==> config.mk <==
export PLATFORM = sky130hd
export DESIGN_NAME = trace_buffer_flat
export DESIGN_NICKNAME = d
export VERILOG_FILES = /design/src/rtl/trace_pkg.sv /design/src/rtl/trace_buffer_if.sv /design/src/rtl/trace_ram.sv /design/src/rtl/trace_buffer.sv /design/src/flat_wrapper.sv
export SDC_FILE = /design/constraint.sdc
export NUM_CORES = 2
export LEC_CHECK = 0
export ABC_CLOCK_PERIOD_IN_PS = 20100
export CAP_MARGIN = 20
export CORE_ASPECT_RATIO = 0.8
export CORE_MARGIN = 2
export CORE_UTILIZATION = 40
export DETAILED_ROUTE_END_ITERATION = 10
export GPL_TIMING_DRIVEN = 0
export SLEW_MARGIN = 20
export SYNTH_ARGS = -nofsm -noshare
export SYNTH_HDL_FRONTEND = slang
export SYNTH_HIERARCHICAL = 1
export SYNTH_SLANG_ARGS = --single-unit
export TNS_END_PERCENT = 30
==> constraint.sdc <==
create_clock -name clk -period 20.1 [get_ports clk]
set_clock_uncertainty 0.2 [all_clocks]
set_input_delay 2.01 -clock clk [delete_from_list [all_inputs] [get_ports clk]]
set_output_delay 2.01 -clock clk [all_outputs]
set_load 0.05 [all_outputs]
==> src/rtl/trace_pkg.sv <==
// ============================================================================
//  Module      : trace_pkg
//  Description : Shared types for the commit-trace recorder: capture modes,
//                controller states and the packed entry width helper.
//  Revision    : 1.0  initial release
// ============================================================================
`default_nettype none

package trace_pkg;

  // Capture mode selected on arm; 2'd3 is reserved and treated as WRAP.
  typedef enum logic [1:0] {
    MODE_WRAP      = 2'd0,
    MODE_STOP_FULL = 2'd1,
    MODE_TRIGGER   = 2'd2,
    MODE_RSVD      = 2'd3
  } trace_mode_e;

  // Controller states.
  typedef enum logic [1:0] {
    ST_IDLE    = 2'd0,
    ST_CAPTURE = 2'd1,
    ST_POST    = 2'd2,
    ST_DONE    = 2'd3
  } trace_state_e;

  // Packed entry: {ts, pc, instr, alu_result, wr_data, reg_write, branch}.
  function automatic int entry_width(input int xlen, input int ts_w);
    return 4 * xlen + 2 + ts_w;
  endfunction

endpackage

`default_nettype wire

==> src/rtl/trace_buffer_if.sv <==
// ============================================================================
//  Module      : trace_buffer_if
//  Description : Control, capture-tap and readout bundle of the trace buffer.
//                master = the driving side (core tap / debugger),
//                slave  = the trace_buffer itself.
//  Revision    : 1.0  initial release
// ============================================================================
`default_nettype none

interface trace_buffer_if
  import trace_pkg::*;
#(
  parameter int XLEN   = 32,
  parameter int DEPTH  = 16,
  parameter int TS_W   = 16,
  parameter int POST_W = 8
);
  localparam int EW = entry_width(XLEN, TS_W);
  localparam int CW = $clog2(DEPTH) + 1;

  // control
  logic [1:0]        mode;
  logic              arm;
  logic              stop;
  logic [XLEN-1:0]   trig_pc;
  logic [POST_W-1:0] post_cnt;
  // capture tap
  logic              cap_valid;
  logic [XLEN-1:0]   pc;
  logic [XLEN-1:0]   instr;
  logic [XLEN-1:0]   alu_result;
  logic [XLEN-1:0]   wr_data;
  logic              reg_write;
  logic              branch;
  // readout and status
  logic              rd_en;
  logic              rd_valid;
  logic [EW-1:0]     rd_data;
  logic [CW-1:0]     count;
  logic              capturing;
  logic              triggered;
  logic              done;
  logic              overflow;

  modport master (
    output mode, arm, stop, trig_pc, post_cnt,
    output cap_valid, pc, instr, alu_result, wr_data, reg_write, branch,
    output rd_en,
    input  rd_valid, rd_data, count, capturing, triggered, done, overflow
  );

  modport slave (
    input  mode, arm, stop, trig_pc, post_cnt,
    input  cap_valid, pc, instr, alu_result, wr_data, reg_write, branch,
    input  rd_en,
    output rd_valid, rd_data, count, capturing, triggered, done, overflow
  );

endinterface

`default_nettype wire

==> src/rtl/trace_ram.sv <==
// ============================================================================
//  Module      : trace_ram
//  Description : DEPTH x WIDTH storage, one synchronous write port and one
//                asynchronous read port. A read of the location being written
//                on the same edge returns the old contents.
//  Revision    : 1.0  initial release
// ============================================================================
`default_nettype none

module trace_ram #(
  parameter int DEPTH = 16,
  parameter int WIDTH = 146
) (
  input  logic                     clk,
  input  logic                     we_i,
  input  logic [$clog2(DEPTH)-1:0] waddr_i,
  input  logic [WIDTH-1:0]         wdata_i,
  input  logic [$clog2(DEPTH)-1:0] raddr_i,
  output logic [WIDTH-1:0]         rdata_o
);

  logic [WIDTH-1:0] mem_q [DEPTH];

  // Write port; contents are intentionally not reset.
  always_ff @(posedge clk) begin
    if (we_i) mem_q[waddr_i] <= wdata_i;
  end

  assign rdata_o = mem_q[raddr_i];

endmodule

`default_nettype wire

==> src/rtl/trace_buffer.sv <==
// ============================================================================
//  Module      : trace_buffer
//  Description : Mode-selectable commit-trace recorder (WRAP / STOP_FULL /
//                TRIGGER) with a free-running timestamp and oldest-first
//                registered pop readout.
//  Revision    : 1.0  initial release
// ============================================================================
`default_nettype none

module trace_buffer
  import trace_pkg::*;
#(
  parameter int XLEN   = 32,
  parameter int DEPTH  = 16,
  parameter int TS_W   = 16,
  parameter int POST_W = 8
) (
  input  logic           clk,
  input  logic           rst_n,
  trace_buffer_if.slave  bus
);

  localparam int AW = $clog2(DEPTH);
  localparam int CW = AW + 1;
  localparam int EW = entry_width(XLEN, TS_W);
  localparam logic [CW-1:0] FULL_CNT = CW'(DEPTH);
  localparam logic [CW-1:0] LAST_CNT = CW'(DEPTH - 1);

  trace_state_e      state_q, state_d;
  trace_mode_e       mode_q, mode_d;
  logic [AW-1:0]     head_q, head_d;
  logic [AW-1:0]     tail_q, tail_d;
  logic [CW-1:0]     count_q, count_d;
  logic [POST_W-1:0] rem_q, rem_d;
  logic              trig_q, trig_d;
  logic              ovf_q, ovf_d;
  logic [TS_W-1:0]   ts_q;
  logic              rd_valid_q;
  logic [EW-1:0]     rd_data_q;

  logic [EW-1:0]     ram_rdata;
  logic [EW-1:0]     wr_entry;
  logic              full;
  logic              pop;
  logic              wr_en;
  logic              hit;
  logic              fill_last;

  // arm wins over everything, so it also suppresses the pop and the write.
  assign full      = (count_q == FULL_CNT);
  assign pop       = bus.rd_en && (count_q != '0) && !bus.arm;
  assign wr_en     = bus.cap_valid && !bus.arm &&
                     ((state_q == ST_CAPTURE) || (state_q == ST_POST));
  assign hit       = wr_en && (state_q == ST_CAPTURE) &&
                     (mode_q == MODE_TRIGGER) && (bus.pc == bus.trig_pc);
  // The write that brings count to DEPTH (a concurrent pop keeps it below).
  assign fill_last = wr_en && !pop && (mode_q == MODE_STOP_FULL) &&
                     (count_q == LAST_CNT);
  assign wr_entry  = {ts_q, bus.pc, bus.instr, bus.alu_result, bus.wr_data,
                      bus.reg_write, bus.branch};

  trace_ram #(
    .DEPTH (DEPTH),
    .WIDTH (EW)
  ) u_ram (
    .clk     (clk),
    .we_i    (wr_en),
    .waddr_i (tail_q),
    .wdata_i (wr_entry),
    .raddr_i (head_q),
    .rdata_o (ram_rdata)
  );

  // Next-state: pointers, occupancy, trigger bookkeeping and mode FSM.
  always_comb begin
    state_d = state_q;
    mode_d  = mode_q;
    head_d  = head_q;
    tail_d  = tail_q;
    count_d = count_q;
    rem_d   = rem_q;
    trig_d  = trig_q;
    ovf_d   = ovf_q;
    if (bus.arm) begin
      state_d = ST_CAPTURE;
      mode_d  = trace_mode_e'(bus.mode);
      head_d  = '0;
      tail_d  = '0;
      count_d = '0;
      rem_d   = bus.post_cnt;
      trig_d  = 1'b0;
      ovf_d   = 1'b0;
    end else begin
      if (wr_en) tail_d = tail_q + 1'b1;
      // A full write pushes the oldest out; paired with a pop, head moves once.
      if (pop || (wr_en && full)) head_d = head_q + 1'b1;
      if (wr_en && full && !pop) ovf_d = 1'b1;
      if (wr_en && !full && !pop)     count_d = count_q + 1'b1;
      else if (pop && !wr_en)         count_d = count_q - 1'b1;
      case (state_q)
        ST_CAPTURE: begin
          if (hit) begin
            trig_d  = 1'b1;
            state_d = (rem_q == '0) ? ST_DONE : ST_POST;
          end else if (fill_last) begin
            state_d = ST_DONE;
          end
          if (bus.stop) state_d = ST_DONE;
        end
        ST_POST: begin
          if (wr_en) begin
            rem_d = rem_q - 1'b1;
            if (rem_q == POST_W'(1)) state_d = ST_DONE;
          end
          if (bus.stop) state_d = ST_DONE;
        end
        default: ;
      endcase
    end
  end

  // Control state registers.
  always_ff @(posedge clk or negedge rst_n) begin
    if (!rst_n) begin
      state_q <= ST_IDLE;
      mode_q  <= MODE_WRAP;
      head_q  <= '0;
      tail_q  <= '0;
      count_q <= '0;
      rem_q   <= '0;
      trig_q  <= 1'b0;
      ovf_q   <= 1'b0;
    end else begin
      state_q <= state_d;
      mode_q  <= mode_d;
      head_q  <= head_d;
      tail_q  <= tail_d;
      count_q <= count_d;
      rem_q   <= rem_d;
      trig_q  <= trig_d;
      ovf_q   <= ovf_d;
    end
  end

  // Free-running timestamp, untouched by arm.
  always_ff @(posedge clk or negedge rst_n) begin
    if (!rst_n) ts_q <= '0;
    else        ts_q <= ts_q + 1'b1;
  end

  // Registered read port: the head entry is presented the cycle after a pop.
  always_ff @(posedge clk or negedge rst_n) begin
    if (!rst_n) begin
      rd_valid_q <= 1'b0;
      rd_data_q  <= '0;
    end else begin
      rd_valid_q <= pop;
      if (pop) rd_data_q <= ram_rdata;
    end
  end

  assign bus.rd_valid  = rd_valid_q;
  assign bus.rd_data   = rd_data_q;
  assign bus.count     = count_q;
  assign bus.capturing = (state_q == ST_CAPTURE) || (state_q == ST_POST);
  assign bus.triggered = trig_q;
  assign bus.done      = (state_q == ST_DONE);
  assign bus.overflow  = ovf_q;

endmodule

`default_nettype wire
==> src/flat_wrapper.sv <==
// flat-port wrapper written by rule: the top's interface ports become plain ports
module trace_buffer_flat import trace_pkg::*;
#(
  parameter int XLEN   = 32,
  parameter int DEPTH  = 16,
  parameter int TS_W   = 16,
  parameter int POST_W = 8
)
  (clk, rst_n, bus_mode, bus_arm, bus_stop, bus_trig_pc, bus_post_cnt, bus_cap_valid, bus_pc, bus_instr, bus_alu_result, bus_wr_data, bus_reg_write, bus_branch, bus_rd_en, bus_rd_valid, bus_rd_data, bus_count, bus_capturing, bus_triggered, bus_done, bus_overflow);
  trace_buffer_if #(.XLEN(XLEN), .DEPTH(DEPTH), .TS_W(TS_W), .POST_W(POST_W)) bus_i ();
  input  logic clk;
  input  logic rst_n;
  input wire logic [$bits(bus_i.mode)-1:0] bus_mode;
  input wire logic [$bits(bus_i.arm)-1:0] bus_arm;
  input wire logic [$bits(bus_i.stop)-1:0] bus_stop;
  input wire logic [$bits(bus_i.trig_pc)-1:0] bus_trig_pc;
  input wire logic [$bits(bus_i.post_cnt)-1:0] bus_post_cnt;
  input wire logic [$bits(bus_i.cap_valid)-1:0] bus_cap_valid;
  input wire logic [$bits(bus_i.pc)-1:0] bus_pc;
  input wire logic [$bits(bus_i.instr)-1:0] bus_instr;
  input wire logic [$bits(bus_i.alu_result)-1:0] bus_alu_result;
  input wire logic [$bits(bus_i.wr_data)-1:0] bus_wr_data;
  input wire logic [$bits(bus_i.reg_write)-1:0] bus_reg_write;
  input wire logic [$bits(bus_i.branch)-1:0] bus_branch;
  input wire logic [$bits(bus_i.rd_en)-1:0] bus_rd_en;
  output wire logic [$bits(bus_i.rd_valid)-1:0] bus_rd_valid;
  output wire logic [$bits(bus_i.rd_data)-1:0] bus_rd_data;
  output wire logic [$bits(bus_i.count)-1:0] bus_count;
  output wire logic [$bits(bus_i.capturing)-1:0] bus_capturing;
  output wire logic [$bits(bus_i.triggered)-1:0] bus_triggered;
  output wire logic [$bits(bus_i.done)-1:0] bus_done;
  output wire logic [$bits(bus_i.overflow)-1:0] bus_overflow;
  assign bus_i.mode = bus_mode;
  assign bus_i.arm = bus_arm;
  assign bus_i.stop = bus_stop;
  assign bus_i.trig_pc = bus_trig_pc;
  assign bus_i.post_cnt = bus_post_cnt;
  assign bus_i.cap_valid = bus_cap_valid;
  assign bus_i.pc = bus_pc;
  assign bus_i.instr = bus_instr;
  assign bus_i.alu_result = bus_alu_result;
  assign bus_i.wr_data = bus_wr_data;
  assign bus_i.reg_write = bus_reg_write;
  assign bus_i.branch = bus_branch;
  assign bus_i.rd_en = bus_rd_en;
  assign bus_rd_valid = bus_i.rd_valid;
  assign bus_rd_data = bus_i.rd_data;
  assign bus_count = bus_i.count;
  assign bus_capturing = bus_i.capturing;
  assign bus_triggered = bus_i.triggered;
  assign bus_done = bus_i.done;
  assign bus_overflow = bus_i.overflow;
  trace_buffer #(.XLEN(XLEN), .DEPTH(DEPTH), .TS_W(TS_W), .POST_W(POST_W)) u_core (.clk(clk), .rst_n(rst_n), .bus(bus_i));
endmodule
# Yosys cells after proc, flatten, opt, wreduce, memory -nomap -nowiden
# Memory sizes are Yosys's and may differ from the RTL's. A register that Yosys moved wholly into a read port is not among the register bits.
# Index checks and enable logic that the tools add are counted.
# word_totals
inputBits	178
memories	1
ram_bits	2336
wordCells	90
register_bits	44
output_inout_bits	156
# mem_list
name	depth	word_bits	read_ports	rd_clocked_by_memory_dff	write_ports	line_no	source
u_core.u_ram.mem_q	16	146	1	1	1	trace_ram.sv:22	logic [WIDTH-1:0] mem_q [DEPTH];
# op_classes
n_addsub	6
reduce_logical	35
n_eq_ne	12
mux	26
# ops
op	n
== test 32 bit	1
2-to-1 mux 8 bit	3
adder 16 x 1 -> 16 bit (second input constant)	1
2-to-1 mux 4 bit	4
logical AND 1 bit	15
2-to-1 mux 5 bit	3
2-to-1 mux 2 bit	7
nonzero test 2 bit	6
adder 4 x 1 -> 4 bit (second input constant)	2
== test 8 x 1 -> 1 bit (second input constant)	1
zero test 8 bit	1
2-to-1 mux 1 bit	8
!= test 4 x 3 -> 1 bit (second input constant)	2
subtractor 8 x 1 -> 8 bit (second input constant)	1
== test 2 bit (second input constant)	3
nonzero test 3 bit	2
adder 5 x 1 -> 5 bit (second input constant)	1
== test 5 x 4 -> 1 bit (second input constant)	1
== test 5 bit (second input constant)	1
zero test 1 bit	5
!= test 5 x 3 -> 1 bit (second input constant)	1
nonzero test 5 bit	1
subtractor 5 x 1 -> 5 bit (second input constant)	1
== test 2 x 1 -> 1 bit (second input constant)	2
other kinds (4)	6

# Logic depth before layout (Yosys ltp)
# depth
ltp_word	12
ltp_mapped	10
depth_no_buf	10

# Modules after synthesis
# Netlist, hierarchy kept.
# modules_own_cells
mod	instances	seq_area_each_um2	area_per_inst_um2	cells_per_inst
trace_ram	1	70147.3	87930.6	3687
trace_buffer	1	4754.6	8136.6	582

# Worst setup path before layout
# No wires, ideal clock.
# synth_timing
path_kind	in2reg
startpoint	in bus_arm
endpoint	mem u_core.u_ram.mem_q[0][0], enable pin
n_path_buf	0
setup_ns	0.830
required_ns	19.070
setup_slack_ns	6.119
path_stages	3
arrival_time_ns	12.951
cell_sequence	nor3b_1 or3b_2 nor3_1
# synth_between
elab_chain_len	5
# synth_lines
item	line_no	source
from (decl)	flat_wrapper.sv:14	input wire logic [$bits(bus_i.arm)-1:0] bus_arm;
zero test 1 bit	trace_buffer.sv:52	assign wr_en = bus.cap_valid && !bus.arm &&
logical AND 1 bit (2 in series)	trace_buffer.sv:52	
2-to-1 mux 1 bit	trace_ram.sv:26	if (we_i) mem_q[waddr_i] <= wdata_i;
2-to-1 mux 1 bit (not written as such)	trace_ram.sv:26	
to (decl)	trace_ram.sv:22	
# Every way passes these cells.

# Worst setup path after layout
# layout_timing
startpoint	in bus_pc[9]
endpoint	reg u_core.state_q[0]
# layout_between
elab_chain_len	6
elab_cells_between_ends	8
cone_classes	2 x eq/ne; 4 x mux; 2 x reduce/logical
# layout_lines
item	line_no	source
from (decl)	flat_wrapper.sv:19	input wire logic [$bits(bus_i.pc)-1:0] bus_pc;
== test 32 bit *	trace_buffer.sv:55	(mode_q == MODE_TRIGGER) && (bus.pc == bus.trig_pc);
logical AND 1 bit *	trace_buffer.sv:55	
2-to-1 mux 2 bit	trace_buffer.sv:102	if (hit) begin
2-to-1 mux 2 bit	trace_buffer.sv:108	if (bus.stop) state_d = ST_DONE;
case mux 2 bit (2 select lines)	trace_buffer.sv:100	case (state_q)
2-to-1 mux 2 bit	trace_buffer.sv:84	if (bus.arm) begin
to (signal assigned)	trace_buffer.sv:134	state_q <= state_d;
to (decl)	trace_buffer.sv:29	trace_state_e state_q, state_d;
# Mark *: on every way between the ends. The rest lies on a longest branch, timed or not.
# A chain may end at the register's enable or synchronous reset.

==> flow_summary.toml <==
[die]
design.portCount = 334
rows = 160
start_util = 0.4033
coreArea_um2 = 238200
dieArea_um2 = 244100
chipWidth_um = 551.9
die_h_um = 442.3

[grt]
overflow = 0
grt_util_all_layers = 0.2174
grt_max_degree = 69
antenna_found_initial = 47
grt_pass1_vias = 47929
grt_pass1_wl_um = 370900

[sta]
fmax_mhz = 177.3
finalMaxSlewViolations = 0
max-slew-margin-rel = 0.2048
finalSetupViolCount = 0
fin_ws_ns = 14.46
post-route-min-period_ns = 5.641
whs_ns = 0.2853
finalSetupTns_ns = 0
min_period_over_period = 0.2806
hold_viol_final = 0
tightestPinTransition_ns = 1.193
rsz0062_at_grt = "false"

[synth]
synth_simple_gate_area_frac = 0.01427
synth_compound_area_frac = 0.02652
muxShareOfSynthArea = 0.1572
synth-xor-area-share = 0.005653
netlist.area_leader.share = 0.7302
synth_top_family_by_area = "multiplexers"
ys_seq_elements = 2526
synth_enable_flop_cells = 2336
synth_area_leader_cell = "edfxtp_1"
synth-seq-area-share = 0.7797
synthAdderAreaFrac = 0.001902
yosys-top-cells-area = "edfxtp_1 73%, mux4_2 13%, dfrtp_1 4.9%"
syn_inst = 4269
synth_nets = 4461
synth_flop_cell = "edfxtp_1"
ys_types = 50
ys_warn_count = 6
avgSynthCellArea_um2 = 22.50
async_reset_ff_frac = 0.07522
synth_area_um2 = 96070

[clocking]
root_buffer = "clkbuf_16"
path_clk_slew_ns = 0.07
cts_tree = "yes"
cts_buffers = 238
cts_setup_buffers = 0
cts_sinks = 2526
postCtsHoldBufs = 0
insertion_delay_ns = 0.87
cts_resized = 0
clockBufferDepth = 3
h-tree-depth = 4

[power_and_ir_drop]
power_density_nw_per_um2 = 121.6
power_leakage_nw = 36.71
pwr-share-clk = 0.321
power.internal_w = 0.009881
switching_share = 0.2940
peakVddDrop_v = 0.0001030
power_w = 0.01400
combPwrFrac = 0.243
switchingPower_w = 0.004114
power_frac_seq = 0.436

[status]
status = "complete, no violations"

[worst_hold_path]
min-delay-start = "u_core/bus.rd_data[23]$_DFFE_PN0P_"
hold_end = "u_core/bus.rd_data[23]$_DFFE_PN0P_"
worstHoldPathCells = 1
hold_class = "flip-flop to flip-flop"

[critical_path]
crit_type = "primary input to flip-flop"
crit_path_start_kind = "primary input"
crit_arrival_ns = 6.23
r2r-start = "u_core/state_q[0]$_DFFE_PN0P_"
r2r_end = "u_core/u_ram/mem_q[0][13]$_DFFE_PP_"
path_max_fanout = 18
worstRegToRegCells = 13
crit_path_end_kind = "flip-flop"
required_ns = 20.69
reg2reg_slack_ns = 15.49

[final_layout]
mostFrequentLayoutCells = "2336 x edfxtp_1, 540 x mux4_2, 332 x clkdlybuf4s50_1, 242 x a22oi_1, 241 x clkbuf_16"
nNetsFinal = 5263
final_common_cell = "edfxtp_1"
areaGrowthSynthToFinish_pct = 19.81
layout-drive-gt1-share = 0.2916
finalCoreUtilization = 0.4831

[drt]
vias_per_cell = 5.659
dr_total_vias = 47841
wire_per_inst_um = 31.58
first_pass_iters = 8
drc = 0
drt_iter0_drc = 5536
ant_nets = 0
routed_wl_um = 267000

[place]
place_congestion = 0.7397
dp_slack_ns = 13.31
io_buffer_count = 333
dp_hpwl_um = 179900

[job]
cap_violations = 0
==> logic make-up (layout without fill, tap and decap cells) <==
| logic type | count (synthesis) | count (layout) |
|---|---|---|
| muxes | 801 | 801 |
| buffers and inverters | 231 | 1247 |
| xor gates and xnor gates | 62 | 62 |
| and+or+nand+nor | 290 | 290 |
| DFF | 2526 | 2526 |
| other | 0 | 10 |
| AOI/OAI and AO/OA | 345 | 345 |
| adders and majority gates | 14 | 14 |
==> power groups by stage <==
stage	clock network (W)	registers, W	logic [W]
6_report	0.00450	0.00610	0.00340
5_1_grt	0.00478	0.00612	0.00358
4_1_cts	0.00458	0.00611	0.00344
3_5_place_dp	0	0.00622	0.00343
3_3_place_gp	0	0.00624	0.00339
2_1_floorplan	0	0.00667	0.00170
==> layer usage <==
metal / routed length (µm) / vias up / global-route usage
met4: 7950 / 32 / 0.06652
li1: - / 19606 / -
met2: 124000 / 2001 / 0.3341
met1: 111900 / 25817 / 0.3069
met3: 22980 / 385 / 0.05279
met5: 191 / - / 0
==> registers in the layout, summed over array words and instances (netlist names), 4 cells and up <==
register            count
u_core/bus.rd_data    146
u_core/ts_q            16
u_core/rem_q            8
u_core/u_ram/mem_q   2336
u_core/bus.count        5
u_core/tail_q           4
u_core/head_q           4
==> area by class of cell <==
cell class,instances,area (µm²)
plain buffers,224,1403
multi-input cells,1512,19910
fillers,19284,123100
clock buffers,330,6705
repair buffers,562,7029
clock inverters,124,1141
diodes,10,25.02
well taps,3159,3953
flip-flops and latches,2526,74900
inverters,7,26.28
==> worst max-delay path by stage <==
stage | startpoint | to | slack, ns | cells past startpoint
detailed placement | bus_pc[9] | u_core/state_q[0]$_DFFE_PN0P_ | 13.31 | 7
CTS | bus_pc[9] | u_core/state_q[0]$_DFFE_PN0P_ | 14.25 | 7
finish | bus_pc[9] | u_core/state_q[0]$_DFFE_PN0P_ | 14.46 | 7
global placement | bus_cap_valid | u_core/u_ram/mem_q[4][29]$_DFFE_PP_ | -9.72 | 4
global route | bus_pc[9] | u_core/state_q[0]$_DFFE_PN0P_ | 14.37 | 7
floorplan | bus_arm | u_core/u_ram/mem_q[0][0]$_DFFE_PP_ | 6.12 | 3
==> synth_stat cells, types with 9 or more instances <==
cell and count:
edfxtp_1 2336, mux4_2 540, a22oi_1 242, mux2_2 214, dfrtp_1 190, nand2_1 132
buf_2 73, clkbuf_1 68, buf_6 46, nor2_1 41, nor2b_1 36, xor2_1 35
buf_4 31, o21ai_0 31, mux2i_1 30, o221ai_1 29, xnor2_1 27, nand2b_1 19
a221oi_1 15, nand3_1 15, ha_1 13, nor3_1 11, mux2_4 10, a21oi_1 9
nand4_1 9
==> stage by stage <==
stage	instances	cell area, µm²
final	8454	115100
after global routing	8449	115100
after CTS	8444	115100
after detailed placement	7990	107200
after global placement	7761	103400
after floorplan	4269	96070
==> worst max-delay path: stages <==
cell and delay, ns:
clkdlybuf4s50_1 1.04, xor2_1 0.48, nor4_1 0.83, nand3_1 0.44, nor4_2 0.92, o21ai_0 0.24, a22oi_1 0.24
No activity file was read; power rests on OpenSTA's default activity.
